### src/rtl/rtc_pkg.sv
// Shared constants for the RTC parallel-bus burst sequencer: register map, default phase timing, state type.
// No logic; latency and backpressure are properties of the modules that import it.
package rtc_pkg;

    localparam logic [7:0] RTC_A_SEC   = 8'h21;
    localparam logic [7:0] RTC_A_MIN   = 8'h22;
    localparam logic [7:0] RTC_A_HOUR  = 8'h23;
    localparam logic [7:0] RTC_A_DAY   = 8'h24;
    localparam logic [7:0] RTC_A_MONTH = 8'h25;
    localparam logic [7:0] RTC_A_YEAR  = 8'h26;
    localparam logic [7:0] RTC_A_TMR0  = 8'h41;
    localparam logic [7:0] RTC_A_TMR1  = 8'h42;
    localparam logic [7:0] RTC_A_TMR2  = 8'h43;
    localparam logic [7:0] RTC_A_CMD   = 8'hF0;
    localparam logic [7:0] RTC_D_CMD   = 8'hF0;

    localparam int RTC_T_SU   = 2;
    localparam int RTC_T_PW   = 4;
    localparam int RTC_T_HD   = 2;
    localparam int RTC_N_REGS = 9;

    // Entry 0 sits in the low byte, so the burst walks this list right to left.
    localparam logic [8*RTC_N_REGS-1:0] RTC_ADDR_LIST = {
        RTC_A_SEC, RTC_A_MIN, RTC_A_HOUR, RTC_A_DAY, RTC_A_MONTH,
        RTC_A_YEAR, RTC_A_TMR0, RTC_A_TMR1, RTC_A_TMR2
    };

    typedef enum logic [1:0] {
        ST_IDLE,
        ST_CMD,
        ST_XFER,
        ST_DONE
    } seq_state_t;

    function automatic int idx_width(input int n);
        return (n > 1) ? $clog2(n) : 1;
    endfunction

endpackage

### src/rtl/rtc_bus_phase.sv
// One bus phase (SETUP/STROBE/HOLD) of T_SU+T_PW+T_HD cycles, restarting back to back while go stays high.
// Pins follow the phase counter combinationally; read data is captured at the last STROBE cycle, pulse one cycle later.
module rtc_bus_phase
    import rtc_pkg::*;
#(
    parameter int T_SU = RTC_T_SU,
    parameter int T_PW = RTC_T_PW,
    parameter int T_HD = RTC_T_HD
) (
    input  logic       clk,
    input  logic       reset,
    input  logic       go,
    input  logic       is_data,
    input  logic       is_read,
    input  logic [7:0] dout,
    input  logic [7:0] ad_in,
    output logic       a_d,
    output logic       cs_n,
    output logic       rd_n,
    output logic       wr_n,
    output logic [7:0] ad_out,
    output logic       ad_oe,
    output logic [7:0] cap_data,
    output logic       cap_pulse,
    output logic       phase_done
);

    localparam int P  = T_SU + T_PW + T_HD;
    localparam int CW = (P > 1) ? $clog2(P) : 1;
    localparam logic [CW-1:0] STB_FIRST = CW'(T_SU);
    localparam logic [CW-1:0] STB_LAST  = CW'(T_SU + T_PW - 1);
    localparam logic [CW-1:0] PH_LAST   = CW'(P - 1);

    logic [CW-1:0] cnt;
    logic [7:0]    dout_q;
    logic          strobe;
    logic          rd_data;

    always_ff @(posedge clk or posedge reset) begin
        if (reset) begin
            cnt       <= '0;
            dout_q    <= '0;
            cap_data  <= '0;
            cap_pulse <= 1'b0;
        end else begin
            cap_pulse <= 1'b0;
            if (go) begin
                cnt <= (cnt == PH_LAST) ? '0 : cnt + CW'(1);
                if (cnt == '0) begin
                    dout_q <= dout;
                end
                if (rd_data && cnt == STB_LAST) begin
                    cap_data  <= ad_in;
                    cap_pulse <= 1'b1;
                end
            end else begin
                cnt <= '0;
            end
        end
    end

    // The first SETUP cycle passes dout straight through so the bus is valid for the whole phase.
    always_comb begin
        rd_data    = is_data && is_read;
        strobe     = go && (cnt >= STB_FIRST) && (cnt <= STB_LAST);
        cs_n       = ~strobe;
        wr_n       = ~(strobe && !rd_data);
        rd_n       = ~(strobe && rd_data);
        a_d        = go ? is_data : 1'b1;
        ad_oe      = go && !rd_data;
        ad_out     = !go ? 8'h00 : ((cnt == '0) ? dout : dout_q);
        phase_done = go && (cnt == PH_LAST);
    end

endmodule

### src/rtl/rtc_burst_seq.sv
// Burst sequencer: one start pulse runs N_REGS register transfers plus an optional command transfer on the RTC bus.
// Burst takes 2*P*(N_REGS+CMD_EN) cycles after start; start is ignored while busy and accepted in the DONE cycle.
module rtc_burst_seq
    import rtc_pkg::*;
#(
    parameter int                  N_REGS    = RTC_N_REGS,
    parameter logic [8*N_REGS-1:0] ADDR_LIST = RTC_ADDR_LIST,
    parameter bit                  CMD_EN    = 1'b1,
    parameter logic [7:0]          CMD_ADDR  = RTC_A_CMD,
    parameter logic [7:0]          CMD_DATA  = RTC_D_CMD,
    parameter int                  T_SU      = RTC_T_SU,
    parameter int                  T_PW      = RTC_T_PW,
    parameter int                  T_HD      = RTC_T_HD,
    parameter int                  IDX_W     = idx_width(N_REGS)
) (
    input  logic             clk,
    input  logic             reset,
    input  logic             start,
    input  logic             mode,
    output logic             busy,
    output logic             done,
    output logic [IDX_W-1:0] idx,
    input  logic [7:0]       wdata,
    output logic [7:0]       rdata,
    output logic             rvalid,
    output logic [7:0]       ad_out,
    output logic             ad_oe,
    input  logic [7:0]       ad_in,
    output logic             a_d,
    output logic             cs_n,
    output logic             rd_n,
    output logic             wr_n
);

    localparam logic [IDX_W-1:0] IDX_LAST = IDX_W'(N_REGS - 1);

    seq_state_t       state, state_nx;
    logic [IDX_W-1:0] idx_nx;
    logic             mode_q, mode_nx;
    logic             data_ph, data_ph_nx;
    logic             go;
    logic             is_read;
    logic             phase_done;
    logic [7:0]       addr_sel;
    logic [7:0]       dout;

    always_ff @(posedge clk or posedge reset) begin
        if (reset) begin
            state   <= ST_IDLE;
            idx     <= '0;
            mode_q  <= 1'b0;
            data_ph <= 1'b0;
        end else begin
            state   <= state_nx;
            idx     <= idx_nx;
            mode_q  <= mode_nx;
            data_ph <= data_ph_nx;
        end
    end

    always_comb begin
        state_nx   = state;
        idx_nx     = idx;
        mode_nx    = mode_q;
        data_ph_nx = data_ph;
        case (state)
            ST_IDLE, ST_DONE: begin
                if (start) begin
                    mode_nx    = mode;
                    idx_nx     = '0;
                    data_ph_nx = 1'b0;
                    state_nx   = (CMD_EN && mode) ? ST_CMD : ST_XFER;
                end else if (state == ST_DONE) begin
                    state_nx = ST_IDLE;
                end
            end
            ST_CMD: begin
                if (phase_done) begin
                    data_ph_nx = ~data_ph;
                    if (data_ph) begin
                        state_nx = mode_q ? ST_XFER : ST_DONE;
                    end
                end
            end
            ST_XFER: begin
                // A transfer ends when its data phase completes; idx only moves here.
                if (phase_done) begin
                    data_ph_nx = ~data_ph;
                    if (data_ph) begin
                        if (idx == IDX_LAST) begin
                            state_nx = (CMD_EN && !mode_q) ? ST_CMD : ST_DONE;
                        end else begin
                            idx_nx = idx + IDX_W'(1);
                        end
                    end
                end
            end
            default: state_nx = ST_IDLE;
        endcase
    end

    always_comb begin
        go       = (state == ST_CMD) || (state == ST_XFER);
        busy     = go;
        done     = (state == ST_DONE);
        is_read  = mode_q && (state == ST_XFER);
        addr_sel = ADDR_LIST[{idx, 3'b000} +: 8];
        if (state == ST_CMD) begin
            dout = data_ph ? CMD_DATA : CMD_ADDR;
        end else begin
            dout = data_ph ? wdata : addr_sel;
        end
    end

    rtc_bus_phase #(
        .T_SU (T_SU),
        .T_PW (T_PW),
        .T_HD (T_HD)
    ) u_phase (
        .clk        (clk),
        .reset      (reset),
        .go         (go),
        .is_data    (data_ph),
        .is_read    (is_read),
        .dout       (dout),
        .ad_in      (ad_in),
        .a_d        (a_d),
        .cs_n       (cs_n),
        .rd_n       (rd_n),
        .wr_n       (wr_n),
        .ad_out     (ad_out),
        .ad_oe      (ad_oe),
        .cap_data   (rdata),
        .cap_pulse  (rvalid),
        .phase_done (phase_done)
    );

endmodule

### config.mk
export PLATFORM = sky130hd
export DESIGN_NAME = rtc_burst_seq
export DESIGN_NICKNAME = d
export VERILOG_FILES = /design/src/rtl/rtc_pkg.sv /design/src/rtl/rtc_bus_phase.sv /design/src/rtl/rtc_burst_seq.sv
export SDC_FILE = /design/constraint.sdc
export NUM_CORES = 1
export LEC_CHECK = 0
export ABC_AREA = 0
export BUFFER_PORTS_ARGS = -buffer_cell sky130_fd_sc_hd__clkbuf_2
export CORE_ASPECT_RATIO = 1.25
export CORE_MARGIN = 5
export CORE_UTILIZATION = 51
export DETAILED_ROUTE_END_ITERATION = 12
export PLACE_DENSITY_LB_ADDON = 0.08
export SYNTH_ARGS = -nofsm -noshare
export SYNTH_HDL_FRONTEND = slang
export SYNTH_SLANG_ARGS = --single-unit
### constraint.sdc
create_clock -name clk -period 2.6 [get_ports clk]
set_clock_uncertainty 0.05 [all_clocks]
set_input_delay 0.52 -clock clk [delete_from_list [all_inputs] [get_ports clk]]
set_output_delay 0.52 -clock clk [all_outputs]
set_load 0.01 [all_outputs]
Word-level counts from Yosys, hierarchy flattened
Index checks and enable logic that the tools add are counted.
{ "word_totals": {"regBits": 28, "in_bits": 20, "out_inout_bits": 28, "wordCells": 81} }
{ "op_classes": {"add_sub_neg": 2, "order_cmp": 2, "eq_ne": 15, "n_shift": 1, "mux": 28, "bitwise": 4, "reduce_logical": 21} }
{ "op_table": {"columns": ["op", "n"], "rows": [
  ["indexed part select 72 x 8 -> 8 bit (first input constant)", 1],
  ["2-to-1 mux 8 bit", 4],
  ["2-to-1 mux 2 bit", 9],
  ["2-to-1 mux 4 bit", 4],
  ["inequality test 2 bit (second input constant)", 7],
  ["logical AND 1 bit", 9],
  ["one-hot mux 4 bit (2 select lines)", 1],
  ["== test 3 bit (second input constant)", 2],
  ["2-to-1 mux 1 bit", 6],
  ["2-to-1 mux 3 bit", 2],
  ["one-hot mux 2 bit (3 select lines)", 1],
  ["AND reduction 2 bit", 3],
  ["AND reduction 6 bit", 1],
  ["AND reduction 5 bit", 1],
  ["adder 4 x 1 -> 4 bit (second input constant)", 1],
  ["== test 2 bit (second input constant)", 2],
  ["== test 4 bit (second input constant)", 1],
  ["NOT 1 bit", 4],
  ["OR reduction 2 bit", 2],
  ["adder 3 x 1 -> 3 bit (second input constant)", 1],
  [">= comparator 3 x 2 -> 1 bit (second input constant)", 1],
  ["<= comparator 3 bit (second input constant)", 1],
  ["zero test 3 bit", 1],
  ["inequality test 3 bit (second input constant)", 1],
  ["other kinds (7)", 7]
]} }

Logic depth before layout (Yosys ltp)
Gate-level depths: netlist (run 1).
{ "logic_depth": {"ltp_word": 6, "ltp_mapped": 7} }

Hierarchy
Synthesis (run 1) repeated with hierarchy kept, for this count alone.
{ "unflattened": {"cells_unflattened": 176, "area_unflattened_um2": 1781.7} }
{ "modules_own_cells": {"columns": ["mod", "instances", "cells_each", "area_per_inst_um2", "seq_area_each_um2"], "rows": [
  ["rtc_bus_phase", 1, 91, 1044.8, 500.5],
  ["rtc_burst_seq", 1, 85, 737.0, 200.2]
]} }

Least setup slack after synthesis (run 1)
OpenSTA, ideal clock, no wires.
{ "synth_path": {"path_kind": "reg-to-output", "start": "register state[0]", "end": "output port ad_out[5]", "arrival_ns": 1.556, "path_slack_ns": 0.474, "stages_incl_launch_ff": 7, "path_buffers": 1, "path_cell_list": "dfrtp_1 -> inv_1 -> ha_1 -> inv_1 -> nand2_1 -> buf_2 -> o22ai_1"} }
{ "synth_via": {"word_cells_on_any_way": 6, "cone_classes": "2 x eq/ne; 3 x mux; 1 x reduce/logical"} }
{ "synth_lines": {"columns": ["item", "line", "source"], "rows": [
  ["start, declared", "rtc_burst_seq.sv:37", "seq_state_t state, state_nx;"],
  ["start signal, assigned", "rtc_burst_seq.sv:54", "state <= state_nx;"],
  ["== test 2 x 1 -> 1 bit / == test 2 bit (equally long branches)", "rtc_burst_seq.sv:103", "go = (state == ST_CMD) || (state == ST_XFER);"],
  ["logical OR 1 bit *", "rtc_burst_seq.sv:103", null],
  ["via busy", "rtc_burst_seq.sv:20", "output logic busy,"],
  ["2-to-1 mux 8 bit *", "rtc_bus_phase.sv:71", "ad_out = !go ? 8'h00 : ((cnt == '0) ? dout : dout_q);"],
  ["end, declared", "rtc_burst_seq.sv:26", "output logic [7:0] ad_out,"]
]} }
Mark *: on every way through the listed nets, which the timed path passes. The rest lies on a longest branch.

Final worst setup path (run 1)
{ "layout_path": {"start": "register data_ph", "end": "output port ad_out[2]"} }
{ "layout_via": {"elab_chain_len": 4} }
{ "layout_rtl": {"columns": ["item", "line", "source"], "rows": [
  ["start, declared", "rtc_burst_seq.sv:40", "logic data_ph, data_ph_nx;"],
  ["start signal, assigned", "rtc_burst_seq.sv:57", "data_ph <= data_ph_nx;"],
  ["2-to-1 mux 8 bit", "rtc_burst_seq.sv:111", "dout = data_ph ? wdata : addr_sel;"],
  ["2-to-1 mux 8 bit", "rtc_burst_seq.sv:108", "if (state == ST_CMD) begin"],
  ["2-to-1 mux 8 bit (2 in series)", "rtc_bus_phase.sv:71", null]
]} }
Every way passes these cells.

==> impl_metrics.env, run 1 <==
export IMPL_cts_sinks=28
export IMPL_antenna_left=0
export IMPL_grt_start_max_net_pins=29
export IMPL_place_hpwl_um=2730
export IMPL_ys_seq_area_share_pct=43.4
export IMPL_p_sw_share_pct=41.5
export IMPL_max_cap_viol_count=0
export IMPL_irDropWorstVdd_v=0.000715
export IMPL_crit_type="flip-flop to output pin"
export IMPL_hold_viol=0
export IMPL_dp_slack_ns=0.425
export IMPL_drt_iter0_drc=52
export IMPL_grt_pass1_wl_um=6040
export IMPL_clkPwrFrac_pct=16.7
export IMPL_syn_inst=171
export IMPL_core_um2=3000
export IMPL_n_antenna_cell=0
export IMPL_die_area_um2=4400
export IMPL_cts_tree="built"
export IMPL_antenna_found_initial=0
export IMPL_clockBufferDepth=2
export IMPL_via_per_inst=5.40
export IMPL_cts_clk_slew_worst_paths_ns=0.16
export IMPL_status="finished clean"
export IMPL_cts_resized=0
export IMPL_via_count=1382
export IMPL_critPathMaxFanout=16
export IMPL_worstMarginPinSlew_ns=0.602
export IMPL_layout_drive_gt1_share_pct=35.9
export IMPL_syn_num_nets=204
export IMPL_start_util_pct=53.8
export IMPL_setup_viol_count_final=0
export IMPL_firstDrtPassIters=4
export IMPL_p_leak_nw=1.00
export IMPL_fp_dieW_um=60.3
export IMPL_internal_power_mw=1.03
export IMPL_drc=0
export IMPL_die_y_um=72.9
export IMPL_h_tree_depth=1
export IMPL_pin_count=48
export IMPL_pwr_density_cell_nw_per_um2=880
export IMPL_end_kind="output pin"
export IMPL_critPathArrivalTime_ns=1.91
export IMPL_port_buffers=47
export IMPL_wl_per_cell_um=13.9
export IMPL_seqPwrFrac_pct=32.5
export IMPL_gr_total_overflow=0
export IMPL_pwr_share_comb_pct=50.8
export IMPL_ys_ff_latch=28
export IMPL_postCtsSetupRepairBufs=0
export IMPL_rows=22
export IMPL_period_needed_ns=2.48
export IMPL_power_total_mw=1.75
export IMPL_reg2reg_depth=5
export IMPL_ctsRootBufferMaster="clkbuf_4"
export IMPL_syn_to_final_growth_pct=23.5
export IMPL_hold_buffers=0
export IMPL_critPathRequiredTime_ns=2.03
export IMPL_fin_crit_sh_pct=95.5
export IMPL_layoutNonFillerInstCount=256
export IMPL_track_usage_pct=17.5
export IMPL_slew_violations=0
export IMPL_gp_congestion=0.859
export IMPL_yosysUniqueCellTypes=34
export IMPL_insertion_delay_ns=0.34
export IMPL_yosys_warnings=0
export IMPL_avgSynthCellArea_um2=9.44
export IMPL_grt_pass1_vias=1419
export IMPL_final_nets=254
export IMPL_slew_headroom_pct=59.9
export IMPL_dp_cells=252
export IMPL_fmax_mhz=403
export IMPL_rsz0062_at_grt="yes"
export IMPL_switchingPower_uw=728
export IMPL_cp_start_kind="flip-flop"
export IMPL_routed_wl_um=3560
export IMPL_cts_buffers=3
export IMPL_synth_area_um2=1610
export IMPL_fin_ws_ns=0.118
export IMPL_min_path_type="input port to async pin"
layout make-up:
type                    instances  area [µm²]
well taps                      36        45.0
inverters                      13        48.8
flip-flops and latches         28         702
clock inverters                 1        30.0
clock buffers                   3        22.5
fillers                       264        1010
repair buffers                 51         269
multi-input cells             124         876
metrics by stage:
step | TNS, ns | hold slack (ns) | instance area (µm²) | util [%]
2_1_floorplan | 0 | 0.395 | 1610 | -
3_3_place_gp | 0 | 0.412 | 1900 | 63.3
3_5_place_dp | 0 | 0.425 | 1900 | 63.3
4_1_cts | 0 | 0.172 | 1950 | 65.0
5_1_grt | -0.0949 | 0.180 | 1990 | 66.4
6_report | 0 | 0.150 | 1990 | 66.4
power groups by stage:
stage / logic, mW / clock network, mW / registers, mW
final: 0.891 / 0.292 / 0.571
after global routing: 1.01 / 0.312 / 0.580
after CTS: 0.854 / 0.297 / 0.569
after detailed placement: 0.852 / 0 / 0.578
after global placement: 0.832 / 0 / 0.574
after floorplan: 0.598 / 0 / 0.560
path summary, 6_finish.rpt:
check / slack, ns / startpoint / endpoint
max: 0.12 / data_ph / ad_out[2]
min: 0.15 / reset / mode_q
max reg2reg: 0.61 / state[0] / u_phase.cap_data[6]
min reg2reg: 0.45 / u_phase.dout_q[4] / u_phase.dout_q[4]
max in group asynchronous: 2.06 / reset / idx[1]
min in group clk: 0.34 / ad_in[2] / u_phase.cap_data[2]
per-layer routing:
layer	share of wire (%)	global-route usage, %	wire length [µm]	vias up
met5	0	0	0	-
met2	51	31.4	1800	43
met1	43	21.0	1520	643
met4	1.5	5.42	54	0
met3	5.2	2.48	186	9
li1	-	-	-	687
synth_stat cells, drive strengths merged:
cell	n	area [µm²]
nor3	4	31.3
dfrtp	28	701
o41ai	1	8.76
mux2i	3	30.0
ha	13	163
nor2b	5	31.3
o21ai	13	65.1
or2	2	12.5
a21oi	9	45.0
o22ai	2	12.5
nor4	1	6.26
inv	13	48.8
a22oi	1	7.51
xnor2	1	8.76
nand2	26	97.6
mux2	9	101
nand4b	1	8.76
buf	4	18.8
and3b	1	8.76
a211oi	6	50.1
o32ai	1	8.76
a21boi	1	7.51
nor2	9	33.8
nor3b	2	15.0
a32oi	1	8.76
o31ai	1	7.51
nand3	4	25.0
nand2b	4	25.0
clkbuf	2	7.51
a31oi	3	18.8
cells in the final DEF (no fill, tap or decap), types with 2 or more instances in the layout:
| master | n |
|---|---|
| mux2i_1 | 3 |
| nand3_1 | 3 |
| ha_1 | 12 |
| a211oi_1 | 3 |
| a21oi_1 | 9 |
| a211oi_2 | 3 |
| dfrtp_1 | 27 |
| inv_1 | 12 |
| nor2_1 | 9 |
| clkbuf_2 | 47 |
| clkbuf_4 | 3 |
| nor2b_2 | 2 |
| or2_2 | 2 |
| mux2_2 | 9 |
| nand2b_1 | 4 |
| a31oi_1 | 3 |
| o22ai_1 | 2 |
| nand2_1 | 26 |
| nor3_1 | 3 |
| o21ai_0 | 13 |
| buf_4 | 3 |
| nor2b_1 | 3 |
registers in the layout, summed over array words and instances (netlist names):
name and cells:
idx 4, u_phase.cap_data 8, mode_q 1, u_phase.dout_q 8, data_ph 1, u_phase.cnt 3
u_phase.cap_pulse 1, state 2
worst max-delay path, stage by stage (launching register included):
cell	delay [ns]
dfrtp_1	0.76
nor2b_2	0.36
a22oi_1	0.14
a21oi_1	0.16
clkbuf_2	0.15
cells by family after synthesis:
family,after synthesis,share of synthesized area (%)
AND/OR/NAND/NOR,59,18.3
AO/OA/AOI/OAI,39,14.9
flip-flops,28,43.4
buffers and inverters,19,4.65
adder cells (fa/ha/maj),13,10.1
multiplexers,12,8.14
XOR/XNOR,1,0.543
No activity file was read; power rests on OpenSTA's default activity.
==> inputs of run 2 (changes only) <==
- PLACE_DENSITY: not set -> 0.83
- PLACE_DENSITY_LB_ADDON: 0.08 -> not set
- clock period: 2.6 -> 2.5 ns (I/O delays scaled with it)
==> impl_metrics.env, run 2 (synthesis gave the netlist of run 1 again) <==
export IMPL_holdWs_ns=0.129
export IMPL_busiest_layer="met2"
export IMPL_fp_dieW_um=60.3
export IMPL_max_cap_viol_count=0
export IMPL_ctsRootBufferMaster="clkbuf_4"
export IMPL_via_count=1411
export IMPL_via_per_inst=5.43
export IMPL_wl_per_cell_um=14.0
export IMPL_pin_count=48
export IMPL_layout_drive_gt1_share_pct=39.3
export IMPL_place_hpwl_um=2720
export IMPL_rsz0062_at_grt="yes"
export IMPL_insertion_delay_ns=0.33
export IMPL_period_needed_ns=2.43
export IMPL_cts_sinks=28
export IMPL_slowest_stage="dfrtp_2"
export IMPL_min_path_type="input port to async pin"
export IMPL_h_tree_depth=1
export IMPL_cts_buffers=3
export IMPL_grt_start_max_net_pins=29
export IMPL_met1_usage_pct=21.0
export IMPL_top_regs="u_phase.cap_data (8), u_phase.dout_q (8), idx (4)"
export IMPL_setup_viol_count_final=0
export IMPL_p_leak_nw=1.02
export IMPL_status="finished clean"
export IMPL_final_cell_area_um2=2020
export IMPL_post_route_util_pct=67.4
export IMPL_critPathMaxFanout=4
export IMPL_cts_tree="built"
export IMPL_critPathRequiredTime_ns=1.95
export IMPL_final_common_cell="clkbuf_2"
export IMPL_slowest_delay_ns=0.46
export IMPL_cp_start_kind="flip-flop"
export IMPL_port_buffers=47
export IMPL_start_util_pct=53.8
export IMPL_worstMarginPinSlew_ns=0.428
export IMPL_met3_usage_pct=4.07
export IMPL_slew_headroom_pct=71.4
export IMPL_rows=22
export IMPL_antenna_found_initial=0
export IMPL_final_nets=258
export IMPL_fin_setup_tns_ns=0
export IMPL_end_kind="output pin"
export IMPL_slew_violations=0
export IMPL_critPathArrivalTime_ns=1.88
export IMPL_routed_wl_um=3650
export IMPL_fin_crit_sh_pct=97.2
export IMPL_placed_area_um2=1910
export IMPL_n_antenna_cell=0
export IMPL_clockBufferDepth=2
export IMPL_die_area_um2=4400
export IMPL_track_usage_pct=16.9
export IMPL_irDropWorstVdd_v=0.000675
export IMPL_hold_buffers=0
export IMPL_crit_type="flip-flop to output pin"
export IMPL_cts_clk_slew_worst_paths_ns=0.15
export IMPL_gr_total_overflow=0
export IMPL_drt_iter0_drc=107
export IMPL_power_total_mw=1.76
export IMPL_fmax_mhz=412
export IMPL_die_y_um=72.9
export IMPL_antenna_left=0
export IMPL_grt_util_met2_pct=26.9
export IMPL_gp_congestion=0.860
export IMPL_firstDrtPassIters=4
export IMPL_final_cell_mix="clkbuf_2 (46), dfrtp_1 (27), nand2_1 (26)"
export IMPL_syn_to_final_growth_pct=25.3
export IMPL_grt_pass1_vias=1368
export IMPL_hold_viol=0
export IMPL_drc=0
export IMPL_path_cells="ha_2 -> inv_2 -> ha_2 -> nor3b_4 -> a211oi_1 -> a211oi_1 -> buf_2"
export IMPL_pwr_density_cell_nw_per_um2=871
export IMPL_core_um2=3000
export IMPL_grt_pass1_wl_um=5780
run 2: repair_timing:
item | in CTS | in global routing
resized for setup | 2 | 18
setup buffers | 2 | 1
pin swaps | 1 | 1
cloned | 0 | 0
endpoints found under the setup margin | 3 | 11
run 2: worst paths after layout:
path / end / startpoint / slack [ns] / depth (start not counted)
hold reg to reg: u_phase.dout_q[2] / u_phase.dout_q[2] / 0.45 / 2
hold / removal: mode_q / reset / 0.13 / 3
setup reg to reg: u_phase.cap_data[2] / state[0] / 0.50 / 5
max in group asynchronous: idx[1] / reset / 1.99 / 3
min in group clk: u_phase.cap_data[7] / ad_in[7] / 0.34 / 2
setup / recovery: ad_out[6] / idx[1] / 0.07 / 7
run 2: layout make-up:
class,count,area [µm²]
Sequential cell,28,702
Multi-Input combinational cell,124,891
Tap cell,36,45.0
Timing Repair Buffer,55,299
Clock buffer,4,36.3
Inverter,13,48.8
Fill cell,244,978
run 2: critical path, delay by kind of cell (launching register included):
kind / cells / cell delay [ns]
flip-flops: 1 / 0.46
buffers and inverters: 2 / 0.22
AND/OR/NAND/NOR: 1 / 0.18
adder cells (fa/ha/maj): 2 / 0.35
AO/OA/AOI/OAI: 2 / 0.34
run 2: routing by layer:
metal | vias up | part of all wire, %
met3 | 11 | 8.1
met1 | 651 | 41
met2 | 54 | 48
met5 | - | 0
met4 | 0 | 3.0
li1 | 695 | -
run 2: report_power, final:
group	internal (mW)	switching [mW]	total, mW
Sequential	0.530	0.0578	0.588
Clock	0.0893	0.133	0.222
Combinational	0.384	0.566	0.950
Total	1.00	0.757	1.76
run 2: metrics by stage:
step / worst slack [ns] / cells
final: 0.0702 / 260
after global routing: -0.0438 / 260
after CTS: 0.00836 / 259
after detailed placement: 0.327 / 253
after global placement: 0.339 / 253
after floorplan: 0.394 / 171
